==> src/rtl/pc_fetch.sv <==
`default_nettype none
// ============================================================================
//  Module      : pc_fetch
//  Description : Instruction fetch stage. Owns the program counter, issues
//                one instruction-memory request at a time and presents the
//                fetched word to decode, holding it while decode stalls.
//                A redirect (PCSrc) reloads the pc and squashes any fetch
//                in progress, including a response still in flight.
//
//  Ports:
//    clk, rst          clock (rising edge), asynchronous active-high reset
//    PCSrc, PCTarget   redirect pulse and its target address
//    stall             decode cannot accept the presented instruction
//    imem_req_valid/ready, imem_addr      request channel
//    imem_resp_valid, imem_resp_data      response channel
//    instr_valid, Instr, PC_F, PCPlus4_F  registered outputs to decode
//    flush             combinational copy of PCSrc
//
//  Revision    : 1.0 - initial release
// ============================================================================
module pc_fetch #(
    parameter int unsigned      WIDTH    = 32,
    parameter logic [WIDTH-1:0] RESET_PC = WIDTH'(32'hBFC00000)
) (
    input  logic             clk,
    input  logic             rst,
    input  logic             PCSrc,
    input  logic [WIDTH-1:0] PCTarget,
    input  logic             stall,
    output logic             imem_req_valid,
    input  logic             imem_req_ready,
    output logic [WIDTH-1:0] imem_addr,
    input  logic             imem_resp_valid,
    input  logic [31:0]      imem_resp_data,
    output logic             instr_valid,
    output logic [31:0]      Instr,
    output logic [WIDTH-1:0] PC_F,
    output logic [WIDTH-1:0] PCPlus4_F,
    output logic             flush
);

    localparam logic [1:0] c_st_req  = 2'd0;  // ready to issue a request
    localparam logic [1:0] c_st_wait = 2'd1;  // one request outstanding
    localparam logic [1:0] c_st_hold = 2'd2;  // instruction presented to decode

    localparam logic [WIDTH-1:0] c_pc_step    = WIDTH'(4);
    localparam logic [WIDTH-1:0] c_align_mask = ~WIDTH'(3);
    localparam logic [31:0]      c_nop        = 32'h00000013;

    logic [1:0]       r_state;
    logic [WIDTH-1:0] r_pc;
    logic             r_drop;          // outstanding response belongs to a squashed fetch
    logic             r_instr_valid;
    logic [31:0]      r_instr;
    logic [WIDTH-1:0] r_pc_f;
    logic [WIDTH-1:0] r_pc_plus4_f;

    logic [WIDTH-1:0] w_target;
    logic [WIDTH-1:0] w_pc_seq;
    logic             w_req_fire;

    // Targets are word aligned; the low two bits are simply cleared.
    assign w_target   = PCTarget & c_align_mask;
    assign w_pc_seq   = r_pc + c_pc_step;   // wraps modulo 2^WIDTH

    // A redirect cycle never issues a request: the pc is about to change.
    assign imem_req_valid = (r_state == c_st_req) && !PCSrc;
    assign imem_addr      = r_pc;
    assign w_req_fire     = imem_req_valid && imem_req_ready;

    assign flush       = PCSrc;
    assign instr_valid = r_instr_valid;
    assign Instr       = r_instr;
    assign PC_F        = r_pc_f;
    assign PCPlus4_F   = r_pc_plus4_f;

    always_ff @(posedge clk or posedge rst) begin
        if (rst) begin
            r_state       <= c_st_req;
            r_pc          <= RESET_PC;
            r_drop        <= 1'b0;
            r_instr_valid <= 1'b0;
            r_instr       <= c_nop;
            r_pc_f        <= RESET_PC;
            r_pc_plus4_f  <= RESET_PC + c_pc_step;
        end else if (PCSrc) begin
            // Redirect wins over stall and over a same-cycle response.
            r_pc          <= w_target;
            r_instr_valid <= 1'b0;
            case (r_state)
                c_st_wait: begin
                    if (imem_resp_valid) begin
                        // The in-flight response landed now: throw it away.
                        r_state <= c_st_req;
                        r_drop  <= 1'b0;
                    end else begin
                        // Response still to come; remember to discard it.
                        r_drop <= 1'b1;
                    end
                end
                default: r_state <= c_st_req;
            endcase
        end else begin
            case (r_state)
                c_st_req: begin
                    if (w_req_fire) begin
                        r_state <= c_st_wait;
                    end
                end
                c_st_wait: begin
                    if (imem_resp_valid) begin
                        if (r_drop) begin
                            r_drop  <= 1'b0;
                            r_state <= c_st_req;
                        end else begin
                            r_instr       <= imem_resp_data;
                            r_pc_f        <= r_pc;
                            r_pc_plus4_f  <= w_pc_seq;
                            r_instr_valid <= 1'b1;
                            r_state       <= c_st_hold;
                        end
                    end
                end
                c_st_hold: begin
                    // Decode takes the instruction on the first unstalled edge.
                    if (!stall) begin
                        r_pc          <= w_pc_seq;
                        r_instr_valid <= 1'b0;
                        r_state       <= c_st_req;
                    end
                end
                default: r_state <= c_st_req;
            endcase
        end
    end

endmodule
`default_nettype wire

==> config.mk <==
export PLATFORM = sky130hd
export DESIGN_NAME = pc_fetch
export DESIGN_NICKNAME = d
export VERILOG_FILES = /design/src/rtl/pc_fetch.sv
export SDC_FILE = /design/constraint.sdc
export NUM_CORES = 1
export LEC_CHECK = 0
export BUFFER_PORTS_ARGS = -buffer_cell sky130_fd_sc_hd__buf_2
export CELL_PAD_IN_SITES_DETAIL_PLACEMENT = 1
export CELL_PAD_IN_SITES_GLOBAL_PLACEMENT = 1
export CORE_MARGIN = 1.5
export CORE_UTILIZATION = 41
export CTS_CLUSTER_DIAMETER = 60
export DETAILED_ROUTE_END_ITERATION = 10
export GPL_TIMING_DRIVEN = 0
export PLACE_DENSITY_LB_ADDON = 0.1
export SLEW_MARGIN = 20
export SYNTH_ARGS = -nofsm -noshare
export SYNTH_HDL_FRONTEND = slang
export SYNTH_SLANG_ARGS = --single-unit
==> constraint.sdc <==
create_clock -name clk -period 8.3 [get_ports clk]
set_clock_uncertainty 0.1 [all_clocks]
set_input_delay 0.83 -clock clk [delete_from_list [all_inputs] [get_ports clk]]
set_output_delay 0.83 -clock clk [all_outputs]
set_load 0.01 [all_outputs]
# Word level (Yosys, flattened, before mapping)

Index checks and enable logic that the tools add are counted.

Multiplexer cells: 21
Eq/ne operators: 8
Reductions and logical operators: 12
Bitwise operators: 2
Add/subtract/negate cells: 1

Operator list:

| cell                                                | number |
|---|---|
| 2-to-1 mux 32 bit                                   | 3 |
| adder 32 x 3 -> 32 bit, second input constant       | 1 |
| 2-to-1 mux 2 bit                                    | 7 |
| inequality test 3 bit, second input constant        | 4 |
| 2-to-1 mux 1 bit                                    | 9 |
| AND reduction 4 bit                                 | 2 |
| case mux 2 bit (3 select lines)                     | 1 |
| inequality test 2 bit, second input constant        | 2 |
| AND reduction 2 bit                                 | 2 |
| nonzero test 2 bit                                  | 2 |
| AND reduction 3 bit                                 | 1 |
| nonzero test 3 bit                                  | 1 |
| equality test 2 x 1 -> 1 bit, second input constant | 1 |
| equality test 2 bit, second input constant          | 1 |
| logical AND 1 bit                                   | 2 |
| zero test 2 bit                                     | 1 |
| inverter 1 bit                                      | 2 |
| case mux 1 bit (2 select lines)                     | 1 |
| zero test 1 bit                                     | 1 |

Output and inout port bits: 131
Bits in registers: 132

# Longest topological paths before layout

Depth in word-level cells: 6
Depth in mapped cells: 7

# Worst setup path after synthesis

No wires, ideal clock.

Path kind: input to output
From: in PCSrc
To: out imem_req_valid
Required time: 7,370 ps
Data arrival time: 1,534 ps
Stages on the path: 3
Setup slack: 5,836 ps
Cell sequence: clkbuf_1 > clkbuf_1 > nor3_1

Longest elaborated chain between the ends: 2

RTL lines:

| element            | RTL line | source |
|---|---|---|
| start: declaration | 27       | `input logic PCSrc,` |
| zero test 1 bit    | 67       | `assign imem_req_valid = (r_state == c_st_req) && !PCSrc;` |
| logical AND 1 bit  | 67       |  |
| end: declaration   | 30       | `output logic imem_req_valid,` |

Every way passes these cells.

# Worst setup path after layout

Same ends and word-level chain as after synthesis.

==> metrics.md <==
| Metric | Value |
|---|---|
| Critical path arrival | 1.90 ns |
| N_diodes | 0 |
| Final GP Congestion | 0.783 |
| Layout cell share with drive strength beyond 1 | 0.460 |
| Post-CTS setup buffer count | 0 |
| Max Transition Viols Final | 0 |
| Number of global-route vias before repair | 5009 |
| Crit-path max FO | 10 |
| Initial drt markers | 204 |
| Final Hold Viols | 0 |
| GR Layer Usage met2 | 0.405 |
| GRT Total Usage | 0.241 |
| Max IR drop VDD | 0.149 mV |
| Post-route ant nets | 0 |
| Maxcap violations | 0 |
| Internal | 1.75 mW |
| Clk_lat worst skew | 0.42 ns |
| YS warnings | 0 |
| Mapped cell area | 5780 sq um |
| R2R Path Start | imem_addr[2]$_DFFE_PP0P_ |
| Tmin final | 2.83 ns |
| Met3 usage | 0.0782 |
| Period utilisation layout | 0.342 |
| Placed cell area | 7020 sq um |
| Die Height | 122 um |
| R2R Setup Slk | 5.66 ns |
| CTS H-tree lvls | 4 |
| Grt peak-use layer | met2 |
| Critical Path, Cell by Cell | clkbuf_1, clkbuf_1, nor3_1, buf_2 |
| PD cells | 332 nW/um^2 |
| Largest net degree at the start of global routing | 78 |
| Clk network pwr share | 0.299 |
| Yosys reg bits | 126 |
| Crit path buffers/inverters | 3 |
| Avg Synthesized Cell Area | 11.1 sq um |
| Initial Utilization | 0.418 |
| Worst-case clock buffer depth | 2 |
| Core area | 13800 sq um |
| CP Data Required Time | 7.37 ns |
| Clock buffer count from CTS | 17 |
| Met1 Usage GRT | 0.294 |
| Initial antenna violation count | 1 |
| CTS tree | done |
| RSZ-0062 raised after global routing | false |
| Vias per cell | 5.09 |
| Slew headroom | 0.386 |
| Final setup fails | 0 |
| Count of different cell masters after synthesis | 34 |
| Critical Path Source Type | input port |
| Crit Path Class | input port to primary output |
| Area growth from synthesis to layout | 31.6% |
| Row cnt | 43 |
| Cell repeated most along the worst path | clkbuf_1 |
| Wire length of the first global-routing pass | 26900 um |
| Chip Width | 122 um |
| CTS Sinks | 126 |
| Switching portion of total power | 0.309 |
| GRT overflow | 0 |
| FF-to-FF End | PCPlus4_F[30]$_DFFE_PP0P_ |
| Ports | 201 |
| Synth area leaders | dfrtp_1 41%, dfstp_2 14%, mux2_2 13% |
| DRC | 0 |
| Final #Nets | 810 |
| Die area | 14800 sq um |
| Drt wl/cell | 18.4 um |
| Routed vias | 4744 |
| Crit. End Element | primary output |
| Final Non-Filler Cells | 932 |
| Share of the synthesized area in the top cell type | 0.411 |
| Post-synth EDFFs | 0 |
| Leak | 3.48 nW |
| Root Driver | clkbuf_16 |
| Slowest CP cell | clkbuf_1 |
| Reg clk slew, reported paths | 0.06 ns |
| Overall power | 2.53 mW |
| Largest stage delay, worst path | 0.43 ns |
| Mapped Cells | 523 |
| Buffers on Ports | 191 |
| Async set-reset flop share out of synthesis | 1.00 |
| WL final | 17100 um |
| Hold/Removal Path Class | input port to async pin |
| Final setup TNS | 0 ns |
| Area leader, netlist | dfrtp_1 |
| CP top delay family | buffers and inverters |
| Comb pwr share | 0.289 |
| Post-CTS sizing | 0 |
| Flop pwr share | 0.412 |
| Register area share after synthesis | 0.552 |
| Worst-Margin Slew | 0.916 ns |
| Status | complete, no violations |
| Cts hold-fix bufs | 0 |
| Dpl cells | 900 |
| Switching power | 781 uW |
| Finished Cell Area | 7610 sq um |
| FMAX | 353 MHz |
| Main synth FF type | dfrtp_1 |
| Post-detail-place hpwl | 12100 um |
| Pre-antenna DRT Iters | 5 |
| R2R cell count | 7 |
==> power groups by stage <==
stage	Sequential (mW)	Clock, mW	Combinational [mW]
after CTS	1.04	0.767	0.745
after floorplan	1.15	0	0.278
after global placement	1.03	0	0.716
final	1.04	0.756	0.730
after detailed placement	1.05	0	0.741
after global routing	1.08	0.794	0.800
==> cells in the mapped netlist, types with 3 or more instances <==
master,count
buf_2,17
mux2_2,65
nor2_1,46
o21ai_0,21
nor4_1,3
and3_1,4
buf_1,4
nor3_1,7
dfrtp_1,95
o21ai_1,7
xor2_1,38
clkbuf_1,15
inv_1,4
a21oi_1,31
dfstp_2,31
buf_4,7
nand4_1,18
nor3_2,3
nand2_1,47
xnor2_1,19
nand3_1,25
and4_1,4
==> layer usage <==
metal	part of all wire	vias to the layer above	routed length, um
li1	-	2203	-
met1	0.42	2359	7170
met2	0.50	161	8500
met3	0.072	19	1230
met4	0.012	2	211
met5	0.00076	-	13
==> final cells by class <==
cell class / count / area [sq um]
buffer: 44 / 220
clock buffer: 25 / 485
clock inverter: 7 / 109
fill: 1581 / 6210
inverter: 4 / 22.5
multi-input combinational: 354 / 2380
sequential: 126 / 3190
tap: 180 / 225
timing repair buffer: 192 / 983
==> flip-flops by register name, summed over array words and instances (netlist names) <==
signal,flops
PC_F,30
r_state,2
instr_valid,1
PCPlus4_F,30
Instr,32
imem_addr,30
r_drop,1
==> how the worst max path moves through the flow <==
| stage | cells after the start | startpoint | endpoint | slack, ns |
|---|---|---|---|---|
| floorplan | 1 | rst | Instr[10]$_DFFE_PP0P_ | 4.07 |
| global placement | 2 | rst | PCPlus4_F[19]$_DFFE_PP0P_ | 2.53 |
| detailed placement | 4 | PCSrc | imem_req_valid | 5.42 |
| CTS | 4 | PCSrc | imem_req_valid | 5.42 |
| global route | 4 | PCSrc | imem_req_valid | 5.35 |
| finish | 4 | PCSrc | imem_req_valid | 5.47 |
==> per-stage QoR <==
step                      setup WS, ns   util  hold WS [ns]
after global placement            2.53  0.505         0.384
after detailed placement          5.42  0.508         0.392
after global routing              5.35  0.551         0.319
final                             5.47  0.551         0.305
after CTS                         5.42  0.551         0.319
after floorplan                   4.07      -         0.365
==> cells by family (layout without fill, tap and decap cells) <==
family / Yosys count / after routing / synth area share
adders and majority gates: 1 / 1 / 0.00216
AOI/OAI and AO/OA: 61 / 61 / 0.0536
muxes: 66 / 66 / 0.128
DFF: 126 / 126 / 0.552
other: 1 / 6 / 0.000648
buffers and inverters: 48 / 272 / 0.0407
and+or+nand+nor: 163 / 163 / 0.136
xor gates and xnor gates: 57 / 57 / 0.0863
==> layout by cell type, fill, tap and decap left out, drive strengths merged, types with 6 or more instances in the layout <==
cell type	synthesis	routed
a21oi	31	31
buf	29	221
clkbuf	15	40
conb	1	6
dfrtp	95	95
dfstp	31	31
mux2	65	65
nand2	47	47
nand3	25	25
nand4	18	18
nor2	46	46
nor3	10	10
o21ai	28	28
xnor2	19	19
xor2	38	38
==> worst register-to-register path, cell delays in order, from the launching register on <==
cell     delay [ns]
dfrtp_1        0.51
ha_1           0.28
nand3_1        0.28
nor3_2         0.58
buf_2          0.35
nand4_1        0.17
xnor2_1        0.16
a21oi_1        0.08
Note: power is estimated with default switching activity, not from simulation.
